[config.mk]
export PLATFORM = sky130hd
export DESIGN_NAME = ps2_host_tx
export DESIGN_NICKNAME = d
export VERILOG_FILES = /design/src/rtl/ps2_pkg.sv /design/src/rtl/ps2_sync_edge.sv /design/src/rtl/ps2_host_tx.sv
export SDC_FILE = /design/constraint.sdc
export NUM_CORES = 1
export LEC_CHECK = 0
export CORE_MARGIN = 1.5
export CORE_UTILIZATION = 60
export DETAILED_ROUTE_END_ITERATION = 8
export PLACE_DENSITY_LB_ADDON = 0.1
export REMOVE_ABC_BUFFERS = 1
export SYNTH_ARGS = -nofsm -noshare
export SYNTH_HDL_FRONTEND = slang
export SYNTH_HIERARCHICAL = 1
export SYNTH_SLANG_ARGS = --single-unit
export TNS_END_PERCENT = 1
[constraint.sdc]
create_clock -name clk -period 5.63 [get_ports clk]
set_clock_uncertainty 0.05 [all_clocks]
set_input_delay 1.126 -clock clk [delete_from_list [all_inputs] [get_ports clk]]
set_output_delay 1.126 -clock clk [all_outputs]
set_load 0.02 [all_outputs]
[src/rtl/ps2_pkg.sv]
// Shared PS/2 definitions: FSM states, error codes, keyboard command bytes.
package ps2_pkg;

  typedef enum logic [2:0] {
    IDLE,
    INHIBIT,
    START,
    SHIFT,
    ACKWAIT
  } ps2_state_e;

  typedef enum logic [1:0] {
    ERR_NONE    = 2'b00,
    ERR_NACK    = 2'b01,
    ERR_TIMEOUT = 2'b10
  } ps2_err_e;

  localparam logic [7:0] CMD_SET_LED = 8'hED;
  localparam logic [7:0] CMD_RESET   = 8'hFF;
  localparam logic [7:0] CMD_ENABLE  = 8'hF4;
  localparam logic [7:0] RSP_ACK     = 8'hFA;

  // PS/2 frames carry odd parity over the 8 data bits.
  function automatic logic odd_par(input logic [7:0] d);
    return ~^d;
  endfunction

endpackage

[src/rtl/ps2_sync_edge.sv]
// 2-FF synchroniser with registered falling-edge detect for a PS/2 pad.
// PS2_TX_CLK_FILTER_EN adds a FILTER_LEN-sample debounce ahead of the edge detector.
module ps2_sync_edge #(
  parameter int FILTER_LEN = 8
) (
  input  logic clk,
  input  logic rstn,
  input  logic pad_i,
  output logic level_o,
  output logic fall_o
);

  logic [1:0] sync_q;
  logic       prev_q;
  logic       fall_q;
  logic       lvl;

  always_ff @(posedge clk or negedge rstn) begin
    if (!rstn) sync_q <= 2'b11;
    else       sync_q <= {sync_q[0], pad_i};
  end

`ifdef PS2_TX_CLK_FILTER_EN
  localparam int CW = $clog2(FILTER_LEN + 1);

  logic          filt_q, filt_d;
  logic [CW-1:0] cnt_q, cnt_d;

  // Level flips only once the new value has been seen FILTER_LEN times in a row.
  always_comb begin
    filt_d = filt_q;
    cnt_d  = '0;
    if (sync_q[1] != filt_q) begin
      if (cnt_q == CW'(FILTER_LEN - 1)) filt_d = sync_q[1];
      else                              cnt_d  = cnt_q + CW'(1);
    end
  end

  always_ff @(posedge clk or negedge rstn) begin
    if (!rstn) begin
      filt_q <= 1'b1;
      cnt_q  <= '0;
    end else begin
      filt_q <= filt_d;
      cnt_q  <= cnt_d;
    end
  end

  assign lvl = filt_q;
`else
  assign lvl = sync_q[1];
`endif

  always_ff @(posedge clk or negedge rstn) begin
    if (!rstn) begin
      prev_q <= 1'b1;
      fall_q <= 1'b0;
    end else begin
      prev_q <= lvl;
      fall_q <= prev_q & ~lvl;
    end
  end

  assign level_o = lvl;
  assign fall_o  = fall_q;

endmodule

[src/rtl/ps2_host_tx.sv]
// Host-to-device PS/2 transmitter: inhibit, request-to-send, clocked-out frame, ACK check.
// Define PS2_TX_CLK_FILTER_EN to debounce ps2_clk before edge detection.
module ps2_host_tx
  import ps2_pkg::*;
#(
  parameter int INHIBIT_CYCLES = 12000,
  parameter int TIMEOUT_CYCLES = 2000000,
  parameter int FILTER_LEN     = 8
) (
  input  logic       clk,
  input  logic       rstn,
  input  logic       tx_valid,
  input  logic [7:0] tx_data,
  output logic       tx_ready,
  output logic       busy,
  output logic       tx_done,
  output logic       tx_err,
  output logic [1:0] err_code,
  input  logic       ps2_clk_in,
  input  logic       ps2_data_in,
  output logic       ps2_clk_oe,
  output logic       ps2_data_oe
);

  localparam int CNT_MAX = (INHIBIT_CYCLES > TIMEOUT_CYCLES) ? INHIBIT_CYCLES : TIMEOUT_CYCLES;
  localparam int CNT_W   = $clog2(CNT_MAX + 1);

  ps2_state_e       state_q, state_d;
  logic [CNT_W-1:0] cnt_q, cnt_d;
  logic [3:0]       edge_q, edge_d;
  logic [7:0]       data_q, data_d;
  logic             par_q, par_d;
  logic             dout_q, dout_d;
  logic             ack_q, ack_d;
  ps2_err_e         err_q, err_d;
  logic [1:0]       dsync_q;
  logic             sync_clk, clk_fall, sync_data, wd_hit;

  ps2_sync_edge #(.FILTER_LEN(FILTER_LEN)) u_clk_sync (
    .clk     (clk),
    .rstn    (rstn),
    .pad_i   (ps2_clk_in),
    .level_o (sync_clk),
    .fall_o  (clk_fall)
  );

  always_ff @(posedge clk or negedge rstn) begin
    if (!rstn) dsync_q <= 2'b11;
    else       dsync_q <= {dsync_q[0], ps2_data_in};
  end
  assign sync_data = dsync_q[1];

  // One counter serves as inhibit timer, then as watchdog from START onward.
  assign wd_hit = (cnt_q == CNT_W'(TIMEOUT_CYCLES - 1));

  always_comb begin
    state_d     = state_q;
    cnt_d       = cnt_q;
    edge_d      = edge_q;
    data_d      = data_q;
    par_d       = par_q;
    dout_d      = dout_q;
    ack_d       = ack_q;
    err_d       = err_q;
    tx_ready    = 1'b0;
    tx_done     = 1'b0;
    tx_err      = 1'b0;
    err_code    = err_q;
    ps2_clk_oe  = 1'b0;
    ps2_data_oe = 1'b0;
    case (state_q)
      IDLE: begin
        tx_ready = 1'b1;
        if (tx_valid) begin
          data_d  = tx_data;
          par_d   = odd_par(tx_data);
          cnt_d   = '0;
          state_d = INHIBIT;
        end
      end
      INHIBIT: begin
        ps2_clk_oe = 1'b1;
        if (cnt_q == CNT_W'(INHIBIT_CYCLES - 1)) begin
          cnt_d   = '0;
          state_d = START;
        end else begin
          cnt_d = cnt_q + CNT_W'(1);
        end
      end
      START: begin
        ps2_clk_oe  = 1'b1;
        ps2_data_oe = 1'b1;
        cnt_d       = '0;
        edge_d      = '0;
        dout_d      = 1'b1;
        state_d     = SHIFT;
      end
      SHIFT: begin
        ps2_data_oe = dout_q;
        cnt_d       = cnt_q + CNT_W'(1);
        if (clk_fall) begin
          edge_d = edge_q + 4'd1;
          if (edge_q < 4'd8)       dout_d = ~data_q[edge_q[2:0]];
          else if (edge_q == 4'd8) dout_d = ~par_q;
          else if (edge_q == 4'd9) dout_d = 1'b0;
          else begin
            ack_d   = sync_data;
            state_d = ACKWAIT;
          end
        end
        if (wd_hit) begin
          ps2_data_oe = 1'b0;
          tx_err      = 1'b1;
          err_d       = ERR_TIMEOUT;
          err_code    = ERR_TIMEOUT;
          state_d     = IDLE;
        end
      end
      ACKWAIT: begin
        cnt_d = cnt_q + CNT_W'(1);
        // Completion takes priority over a coincident watchdog expiry.
        if (sync_clk && sync_data) begin
          state_d = IDLE;
          if (!ack_q) begin
            tx_done = 1'b1;
          end else begin
            tx_err   = 1'b1;
            err_d    = ERR_NACK;
            err_code = ERR_NACK;
          end
        end else if (wd_hit) begin
          tx_err   = 1'b1;
          err_d    = ERR_TIMEOUT;
          err_code = ERR_TIMEOUT;
          state_d  = IDLE;
        end
      end
      default: state_d = IDLE;
    endcase
  end

  always_ff @(posedge clk or negedge rstn) begin
    if (!rstn) begin
      state_q <= IDLE;
      cnt_q   <= '0;
      edge_q  <= '0;
      data_q  <= '0;
      par_q   <= 1'b0;
      dout_q  <= 1'b0;
      ack_q   <= 1'b0;
      err_q   <= ERR_NONE;
    end else begin
      state_q <= state_d;
      cnt_q   <= cnt_d;
      edge_q  <= edge_d;
      data_q  <= data_d;
      par_q   <= par_d;
      dout_q  <= dout_d;
      ack_q   <= ack_d;
      err_q   <= err_d;
    end
  end

  assign busy = ~tx_ready;

endmodule
==> results.toml <==
[detailed_routing]
viasPerCell = 6.23
routed_wl_um = 5280
dr.pass1.iters = 4
drt_iter0_drc = 128
drc = 0
wire_per_inst_um = 15.9
final_antenna_net_count = 0
dr_total_vias = 2075

[synthesis]
synth-edff-count = 0
ys_async_sr_fraction_pct = 100
syn_avg_cell_area_um2 = 9.95
synth.largest_area_cell = "dfrtp_1"
yosys_warnings = 6
ys.flop_type = "dfrtp_1"
ys_ff_latch = 47
yosys-top-cells-area = "dfrtp_1, dfstp_2, mux2_2"
synth_cell_types = 52
seq_area_frac_synth_pct = 44.7
syn_inst = 266
synth_top_cell_area_share_pct = 39.7
syn-cell-area_mm2 = 0.00265

[clock_tree]
ctsResizeCount = 0
cts-root-buf = "clkbuf_8"
cts_max_level = 2
cts_made_buffers = 5
holdBufCountCts = 0
ctsLongestPathBuffers = 2
cts_tree = "built"
path_clk_slew_ns = 0.08
postCtsSetupBuffers = 0
cts.sinks = 47
clock_latency_ns = 0.30

[sta]
whs_ns = 0.308
layout_worst_path_cycle_share_pct = 68.0
finalHoldViolations = 0
worst_pin_slew_ns = 1.02
final.setup.worst_slack_ns = 1.80
setup_viol = 0
rsz0062_at_grt = "no"
setup_tns_ns = 0
relSlewSlack_pct = 31.8
slew_viol_final = 0
min_period_ns = 3.83
fmax_mhz = 261

[placed_design]
portBuffers = 20
place_congestion = 0.844
post-place-ws_ns = 2.11
place_inst = 325
dp_hpwl_um = 3730

[min_path]
min_path_type = "flop to flop"

[power_and_ir_drop]
vdd_drop_max_uv = 238
p_leak_uw = 0.00115
p_per_area_mw_per_mm2 = 406

[final_layout]
multi_input_area_mm2 = 0.00134
seq_area_mm2 = 0.00118
drive_gt1_share_pct = 13.4
diodes = 0
nFillCells = 318
final_cell_mix = "dfrtp_1, o21ai_0, clkdlybuf4s50_1"
fin_util_pct = 70.6
stdcell_count = 333
nets = 299
area_growth_pct = 9.83
layout_commonest_cell = "dfrtp_1"

[grt]
antenna_found_initial = 0
grt_pass1_vias = 2053
grt_pass1_wl_um = 9540
grt_util_all_layers_pct = 24.2
overflow = 0
grt_max_degree = 48

[critical_path]
cp_slowest_cell = "clkdlybuf4s50_1"
worstPathRequired_ns = 4.45
worstSetupStartpointType = "flop"
critical_path_arrival_ns = 2.65
critPathBufInv = 1
worstPathCellList = "or4_1 -> nor2_1 -> and4_1 -> a21oi_1 -> a41oi_1 -> clkdlybuf4s50_1"
worstSetupEndpointType = "primary output"
cp_slowest_stage_delay_ns = 0.64
cp_max_fo = 6
critPathKind = "flop to primary output"
critPathTopFamily = "simple AND/OR/NAND/NOR gates"

[die]
row_count = 23
fp.dieH_um = 69.4
core_mm2 = 0.00412
die_w_um = 69.4
dieArea_mm2 = 0.00482
initial_core_util_pct = 64.3
top_level_ports = 21

[job]
cap_violations = 0

[outcome]
status = "complete, no violations"
==> stage by stage <==
step | power (uW) | cell area, um^2
2_1_floorplan | 840 | 2560
3_3_place_gp | 977 | 2830
3_5_place_dp | 995 | 2830
4_1_cts | 1190 | 2910
5_1_grt | 1270 | 2910
6_report | 1180 | 2910
==> layout make-up <==
| class | count | share of cell area (%) |
|---|---|---|
| clock buffers | 7 | 2.63 |
| clock inverters | 1 | 0.172 |
| inverters | 10 | 1.29 |
| multi-input cells | 197 | 46.1 |
| flip-flops and latches | 47 | 40.7 |
| well taps | 50 | 2.15 |
| repair buffers | 21 | 6.97 |
==> sequential cells by signal, indices dropped and copies added, names as in the netlist, 2 cells and up <==
register	count
data_q	8
edge_q	4
dsync_q	2
cnt_q	21
state_q	3
u_clk_sync/sync_q	2
err_q	2
==> layer usage <==
metal / share of wire (%) / vias up / global-route usage (%) / wire, um
li1: - / 1013 / - / -
met1: 45 / 1004 / 31.9 / 2380
met2: 49 / 49 / 39.5 / 2600
met3: 4.1 / 9 / 5.23 / 217
met4: 1.6 / 0 / 8.28 / 85
met5: 0 / - / 0 / 0
==> worst register-to-register path: stages, from the launching register on <==
cell and delay, ns:
dfrtp_1 0.53, inv_1 0.12, ha_1 0.22, o21bai_1 0.21, a31oi_1 0.13, or2_2 0.30
a211oi_2 0.22, mux2_2 0.35
==> cell usage after synthesis (2+ instances only) <==
cell / count
dfstp_2: 5
mux4_2: 2
nor2_1: 14
and4_1: 3
and2_1: 6
dfrtp_1: 42
nor2b_1: 2
ha_1: 4
a31oi_1: 9
nor3_1: 7
or2_2: 3
a22o_1: 6
or3_1: 5
o21ai_0: 19
nor4bb_1: 2
a211oi_1: 2
buf_2: 3
inv_1: 10
xnor2_1: 11
nand2_1: 18
nor4_1: 2
a21o_1: 3
nand3b_1: 2
a41oi_1: 3
buf_6: 4
a21oi_1: 18
clkbuf_1: 3
nand4_1: 7
nand3_1: 14
mux2_2: 11
or4_1: 2
a31o_2: 2
buf_4: 2
nor3b_1: 2
==> cells by family after synthesis <==
family / share of synthesized area, %
AND/OR/NAND/NOR: 21.7
AO/OA/AOI/OAI: 16.7
flip-flops: 44.7
buffers and inverters: 4.68
multiplexers: 6.38
XOR/XNOR: 3.97
adder cells (fa/ha/maj): 1.89
==> path summary, 6_finish.rpt <==
path / from / endpoint / slack (ns) / depth (start not counted)
max: cnt_q[14]$_DFFE_PN0P_ / err_code[1] / 1.80 / 6
min: dsync_q[0]$_DFF_PN1_ / dsync_q[1]$_DFF_PN1_ / 0.31 / 0
max reg2reg: edge_q[0]$_DFFE_PN0P_ / state_q[0]$_DFFE_PN0P_ / 3.39 / 7
min reg2reg: dsync_q[0]$_DFF_PN1_ / dsync_q[1]$_DFF_PN1_ / 0.31 / 0
max in group asynchronous: rstn / cnt_q[8]$_DFFE_PN0P_ / 3.94 / 1
min in group asynchronous: rstn / data_q[1]$_DFFE_PN0P_ / 0.95 / 1
==> report_power, final <==
part	switching (uW)	internal [uW]	leakage, uW
combinational	234	228	0.000504
clock	104	87.2	0.0000422
sequential	106	421	0.000603
total	445	736	0.00115
No activity file was read; power rests on OpenSTA's default activity.
==> edit 1 (config.mk and constraints unchanged) <==
The parameter `INHIBIT_CYCLES` goes from 12000 to 24000.
--- a/src/rtl/ps2_host_tx.sv
+++ b/src/rtl/ps2_host_tx.sv
@@ -3,7 +3,7 @@
 module ps2_host_tx
   import ps2_pkg::*;
 #(
-  parameter int INHIBIT_CYCLES = 12000,
+  parameter int INHIBIT_CYCLES = 24000,
   parameter int TIMEOUT_CYCLES = 2000000,
   parameter int FILTER_LEN     = 8
 ) (
Check against the original RTL: same outputs for any inputs over 10 cycles, from zero or initial values and one cycle with rstn low; that may be too few to reach the edited logic, so the function may still have changed.
==> edit 1 against the unedited design <==
- sequential share of layout area down 1.1 points
- cell area up 2.9%
- critical path type unchanged
- worst hold slack better by 0.0021 ns
- sequential cell count unchanged
- setup slack worse by 0.089 ns
- wire length up 5.0%
- total power up 6.2%
- non-clock buffer count down 1
- highest routed layer unchanged
- via count up 2.4%
- area after synthesis about the same
==> edit 1: results (changes against the unedited design) <==
Pwr
  • Maximum vdd drop: 0.000252 V (was 0.000238 V)
  • Leak pwr: 1.21 nW (was 1.15 nW)

Final layout
  • Antenna cells: 0 (unchanged)
  • Fillers: 313 (was 318)
  • Biggest regs: cnt_q (21), data_q (8), edge_q (4) (unchanged)
  • Final nets: 308 (was 299)
  • Share of cells above drive strength 1: 0.130 (was 0.134)

Clock tree
  • Clk_lat worst skew: 0.30 ns (about the same)
  • Clk pin slew, worst setup/hold paths: 0.09 ns
  • Clock H-tree levels: 2 (unchanged)
  • CTS-repair resized insts: 0 (unchanged)
  • Clk buf depth: 2 (unchanged)
  • Post-CTS Setup Bufs: 0 (unchanged)
  • Root Buffer: clkbuf_8 (unchanged)
  • Cts bufs inserted: 5 (unchanged)

Min path
  • Worst Hold Class: reg -> reg (unchanged)
  • Hold Path Depth: 0 (unchanged)
  • Hold Crit Start: dsync_q[0] (unchanged)
  • Hold endpoint: dsync_q[1] (unchanged)

Global route
  • Number of global-route vias before repair: 1994 (was 2053)
  • Antenna violations before repair: 0 (unchanged)
  • GRT Util Overall: 0.248 (was 0.242)
  • First-pass GRT wire length: 9600 um (was 9540 um)
  • Pin count of the biggest net entering global routing: 48 (unchanged)

Worst setup path
  • Worst R2R Setup Slack: 3.19 ns (was 3.39 ns)
  • Worst-path maximum fanout: 6 (unchanged)
  • Reg2Reg Depth: 5 (was 7)
  • Worst reg2reg path endpoint: cnt_q[16] (was state_q[0])
  • RR Startpoint: state_q[0] (was edge_q[0])
  • Arrival time worst endpoint: 2.74 ns (was 2.65 ns)

Routing
  • DRT iter0 DRCs: 238 (was 128)
  • Wire per inst: 16.2 um (was 15.9 um)
  • Total number of vias: 2124 (was 2075)
  • Routed WL: 5550 um (was 5280 um)
  • Drt pass-1 iters: 5 (was 4)

Yosys
  • Main area contributors after synthesis: dfrtp_1 (40%), dfstp_2 (5.0%), nand2_1 (4.7%) (was dfrtp_1 (40%), dfstp_2 (5.0%), mux2_2 (4.7%))
  • Syn avg cell area: 9.65 um2 (was 9.95 um2)
  • Leading register cell type out of synthesis: dfrtp_1 (unchanged)
  • Ys Warns: 6 (unchanged)
  • Synth cell types: 53 (was 52)
  • Commonest cells in the netlist: dfrtp_1 (42), nand2_1 (33), nor3_1 (19), nor2_1 (18), o21ai_0 (17) (was dfrtp_1 (42), o21ai_0 (19), a21oi_1 (18), nand2_1 (18))
  • Sequential area share after synthesis: 0.447 (about the same)
  • Post-synth ARST share: 1.00 (unchanged)

STA
  • Relative max-transition margin: 0.309 (was 0.318)
  • Hold Slack: 0.310 ns (was 0.308 ns)

Place
  • Post-DP HPWL: 3820 um (was 3730 um)
  • I/O Buffers: 20 (unchanged)
  • Cell Area, Placed: 0.00286 mm2 (was 0.00283 mm2)
  • Placed insts: 334 (was 325)
  • Routability cong.: 0.860 (was 0.844)
  • DP Worst Slack: 2.15 ns (was 2.11 ns)

Outcome
  • Outcome: finished, final reports clean (unchanged)
==> edit 1: kinds of logic after synthesis <==
family | count (synthesis) | synth area share
AND/OR/NAND/NOR | 125 | 0.256
AO/OA/AOI/OAI | 51 | 0.134
flip-flops | 47 | 0.447
buffers and inverters | 19 | 0.0293
multiplexers | 15 | 0.0710
XOR/XNOR | 13 | 0.0431
adder cells (fa/ha/maj) | 4 | 0.0189
==> edit 1: stage by stage <==
stage	utilization	power [mW]
finish	0.727	1.25
global route	0.727	1.33
CTS	0.727	1.25
detailed placement	0.694	0.961
global placement	0.694	0.952
floorplan	-	0.811
==> edit 1: worst max-delay path, cell delays in order (launching register included) <==
cell,delay (ns)
dfrtp_1,0.40
ha_1,0.23
nand4bb_1,0.24
nor3_1,0.29
nand4_1,0.29
inv_1,0.16
a2bb2oi_1,0.21
clkdlybuf4s50_1,0.63
==> edit 1: power by group <==
part	switching (mW)	total, mW	internal (mW)
Sequential	0.0844	0.493	0.409
Combinational	0.266	0.468	0.202
Clock	0.115	0.293	0.178
==> edit 1: worst max-delay path by stage <==
stage	to	slack, ns	start
global placement	err_code[1]	2.22	cnt_q[0]
detailed placement	err_code[1]	2.15	cnt_q[0]
global route	err_code[1]	1.58	cnt_q[0]
finish	err_code[1]	1.71	cnt_q[0]
CTS	err_code[1]	1.72	cnt_q[0]
floorplan	err_code[1]	2.76	state_q[2]
==> edit 1: layer usage <==
metal,global-route usage,part of all wire,up-vias
met2,0.371,0.46,63
met1,0.373,0.47,1023
li1,-,-,1033
met5,0,0,-
met3,0.0465,0.061,5
met4,0.0654,0.0088,0
==> edit 1: cell type report <==
class / count / share of cell area
repair buffers: 20 / 0.0653
well taps: 50 / 0.0209
flip-flops and latches: 47 / 0.395
multi-input cells: 208 / 0.463
clock inverters: 2 / 0.0201
clock buffers: 6 / 0.0243
inverters: 9 / 0.0113
==> edit 2 (same settings) <==
Made on the original files. The 5 states of `ps2_state_e` get a one-hot encoding in 5 bits.
--- a/src/rtl/ps2_pkg.sv
+++ b/src/rtl/ps2_pkg.sv
@@ -1,12 +1,12 @@
 // Shared PS/2 definitions: FSM states, error codes, keyboard command bytes.
 package ps2_pkg;
 
-  typedef enum logic [2:0] {
-    IDLE,
-    INHIBIT,
-    START,
-    SHIFT,
-    ACKWAIT
+  typedef enum logic [4:0] {
+    IDLE    = 5'b00001,
+    INHIBIT = 5'b00010,
+    START   = 5'b00100,
+    SHIFT   = 5'b01000,
+    ACKWAIT = 5'b10000
   } ps2_state_e;
 
   typedef enum logic [1:0] {
Behaviour: same outputs for any inputs over 10 cycles, from zero or initial values and one cycle with rstn low; not proved beyond that.
==> edit 2 against the unedited design <==
- count of clock-buffer cells in the layout unchanged
- sequential cell count up 2
- setup slack worse by 0.22 ns
- synthesized cell count grew 4.9%
- area after synthesis up 2.4%
- sequential share of layout area rose by 0.49 points
- total power is 11% lower
- clock power increased by 18%
- wire length is 1.0% higher
- first-iteration DRC count grew 61%
- cell area rose by 3.1%
- highest routed layer unchanged
==> edit 2: results (changes against the unedited design) <==
Final layout
  • Reg area: 0.00123 mm2 (was 0.00118 mm2)
  • Inverters: 13 (was 10)
  • Buffering overhead: 0.0676 (was 0.0697)
  • Multi-In Gates: 205 (was 197)
  • Fillers: 347 (was 318)
  • Share of cells above drive strength 1: 0.118 (was 0.134)

Routing
  • Met2 routed WL: 2390 um (was 2600 um)
  • Metal-1 WL: 2630 um (was 2380 um)
  • Total number of vias: 2085 (was 2075)
  • Wire per inst: 15.3 um (was 15.9 um)

Global route
  • Number of global-route vias before repair: 1972 (was 2053)
  • Met2 usage: 0.347 (was 0.395)
  • First-pass GRT wire length: 9230 um (was 9540 um)
  • Met3 GRT Util: 0.0476 (was 0.0523)
  • GRT busiest layer: met1 (was met2)
  • GRT Util Overall: 0.239 (was 0.242)
  • Grt met1 use: 0.357 (was 0.319)

Outcome
  • Outcome: finished, final reports clean (unchanged)

STA
  • Final WS setup: 1.58 ns (was 1.80 ns)

Pwr
  • Cell-internal power: 690 uW (was 736 uW)
  • Maximum vdd drop: 0.000252 V (was 0.000238 V)
  • Leak pwr: 1.26 nW (was 1.15 nW)
  • Pwr Total: 1.05 mW (was 1.18 mW)

Yosys
  • Sequential area share after synthesis: 0.455 (was 0.447)
  • Commonest cells in the netlist: dfrtp_1 (43), nor2_1 (28), nand2_1 (24), a21oi_1 (16), nand3_1 (14) (was dfrtp_1 (42), o21ai_0 (19), a21oi_1 (18), nand2_1 (18))
  • Synth Area in Compound Gates: 0.153 (was 0.167)
  • Synth cell types: 54 (was 52)

Worst setup path
  • Worst R2R Setup Slack: 3.11 ns (was 3.39 ns)
  • Worst-path maximum fanout: 8 (was 6)

Place
  • Routability cong.: 0.955 (was 0.844)
  • Cell Area, Placed: 0.00290 mm2 (was 0.00283 mm2)
[edit 2: changes by cell type in the layout (fill, tap and decap cells not counted), sizes merged, moves of 4 or more]
cell / unedited run / this run
nor2: 14 / 28
nor3: 7 / 2
and2: 6 / 2
nand2: 18 / 25
and3: 0 / 7
a22o: 6 / 2
or3: 6 / 1
[edit 2: worst max-delay path, cell delays in order (launching register included)]
cell             delay (ns)
dfrtp_1                0.41
ha_1                   0.24
and4_1                 0.39
nand2_2                0.09
or4_4                  0.58
o31ai_2                0.22
o21ai_1                0.10
clkdlybuf4s50_1        0.54
[edit 2: kinds of logic (layout without fill, tap and decap cells)]
family | Yosys count | count (layout)
AND/OR/NAND/NOR | 107 | 107
multiplexers | 13 | 13
buffers and inverters | 25 | 42
flip-flops | 49 | 49
AO/OA/AOI/OAI | 65 | 65
XOR/XNOR | 16 | 16
adder cells (fa/ha/maj) | 4 | 4
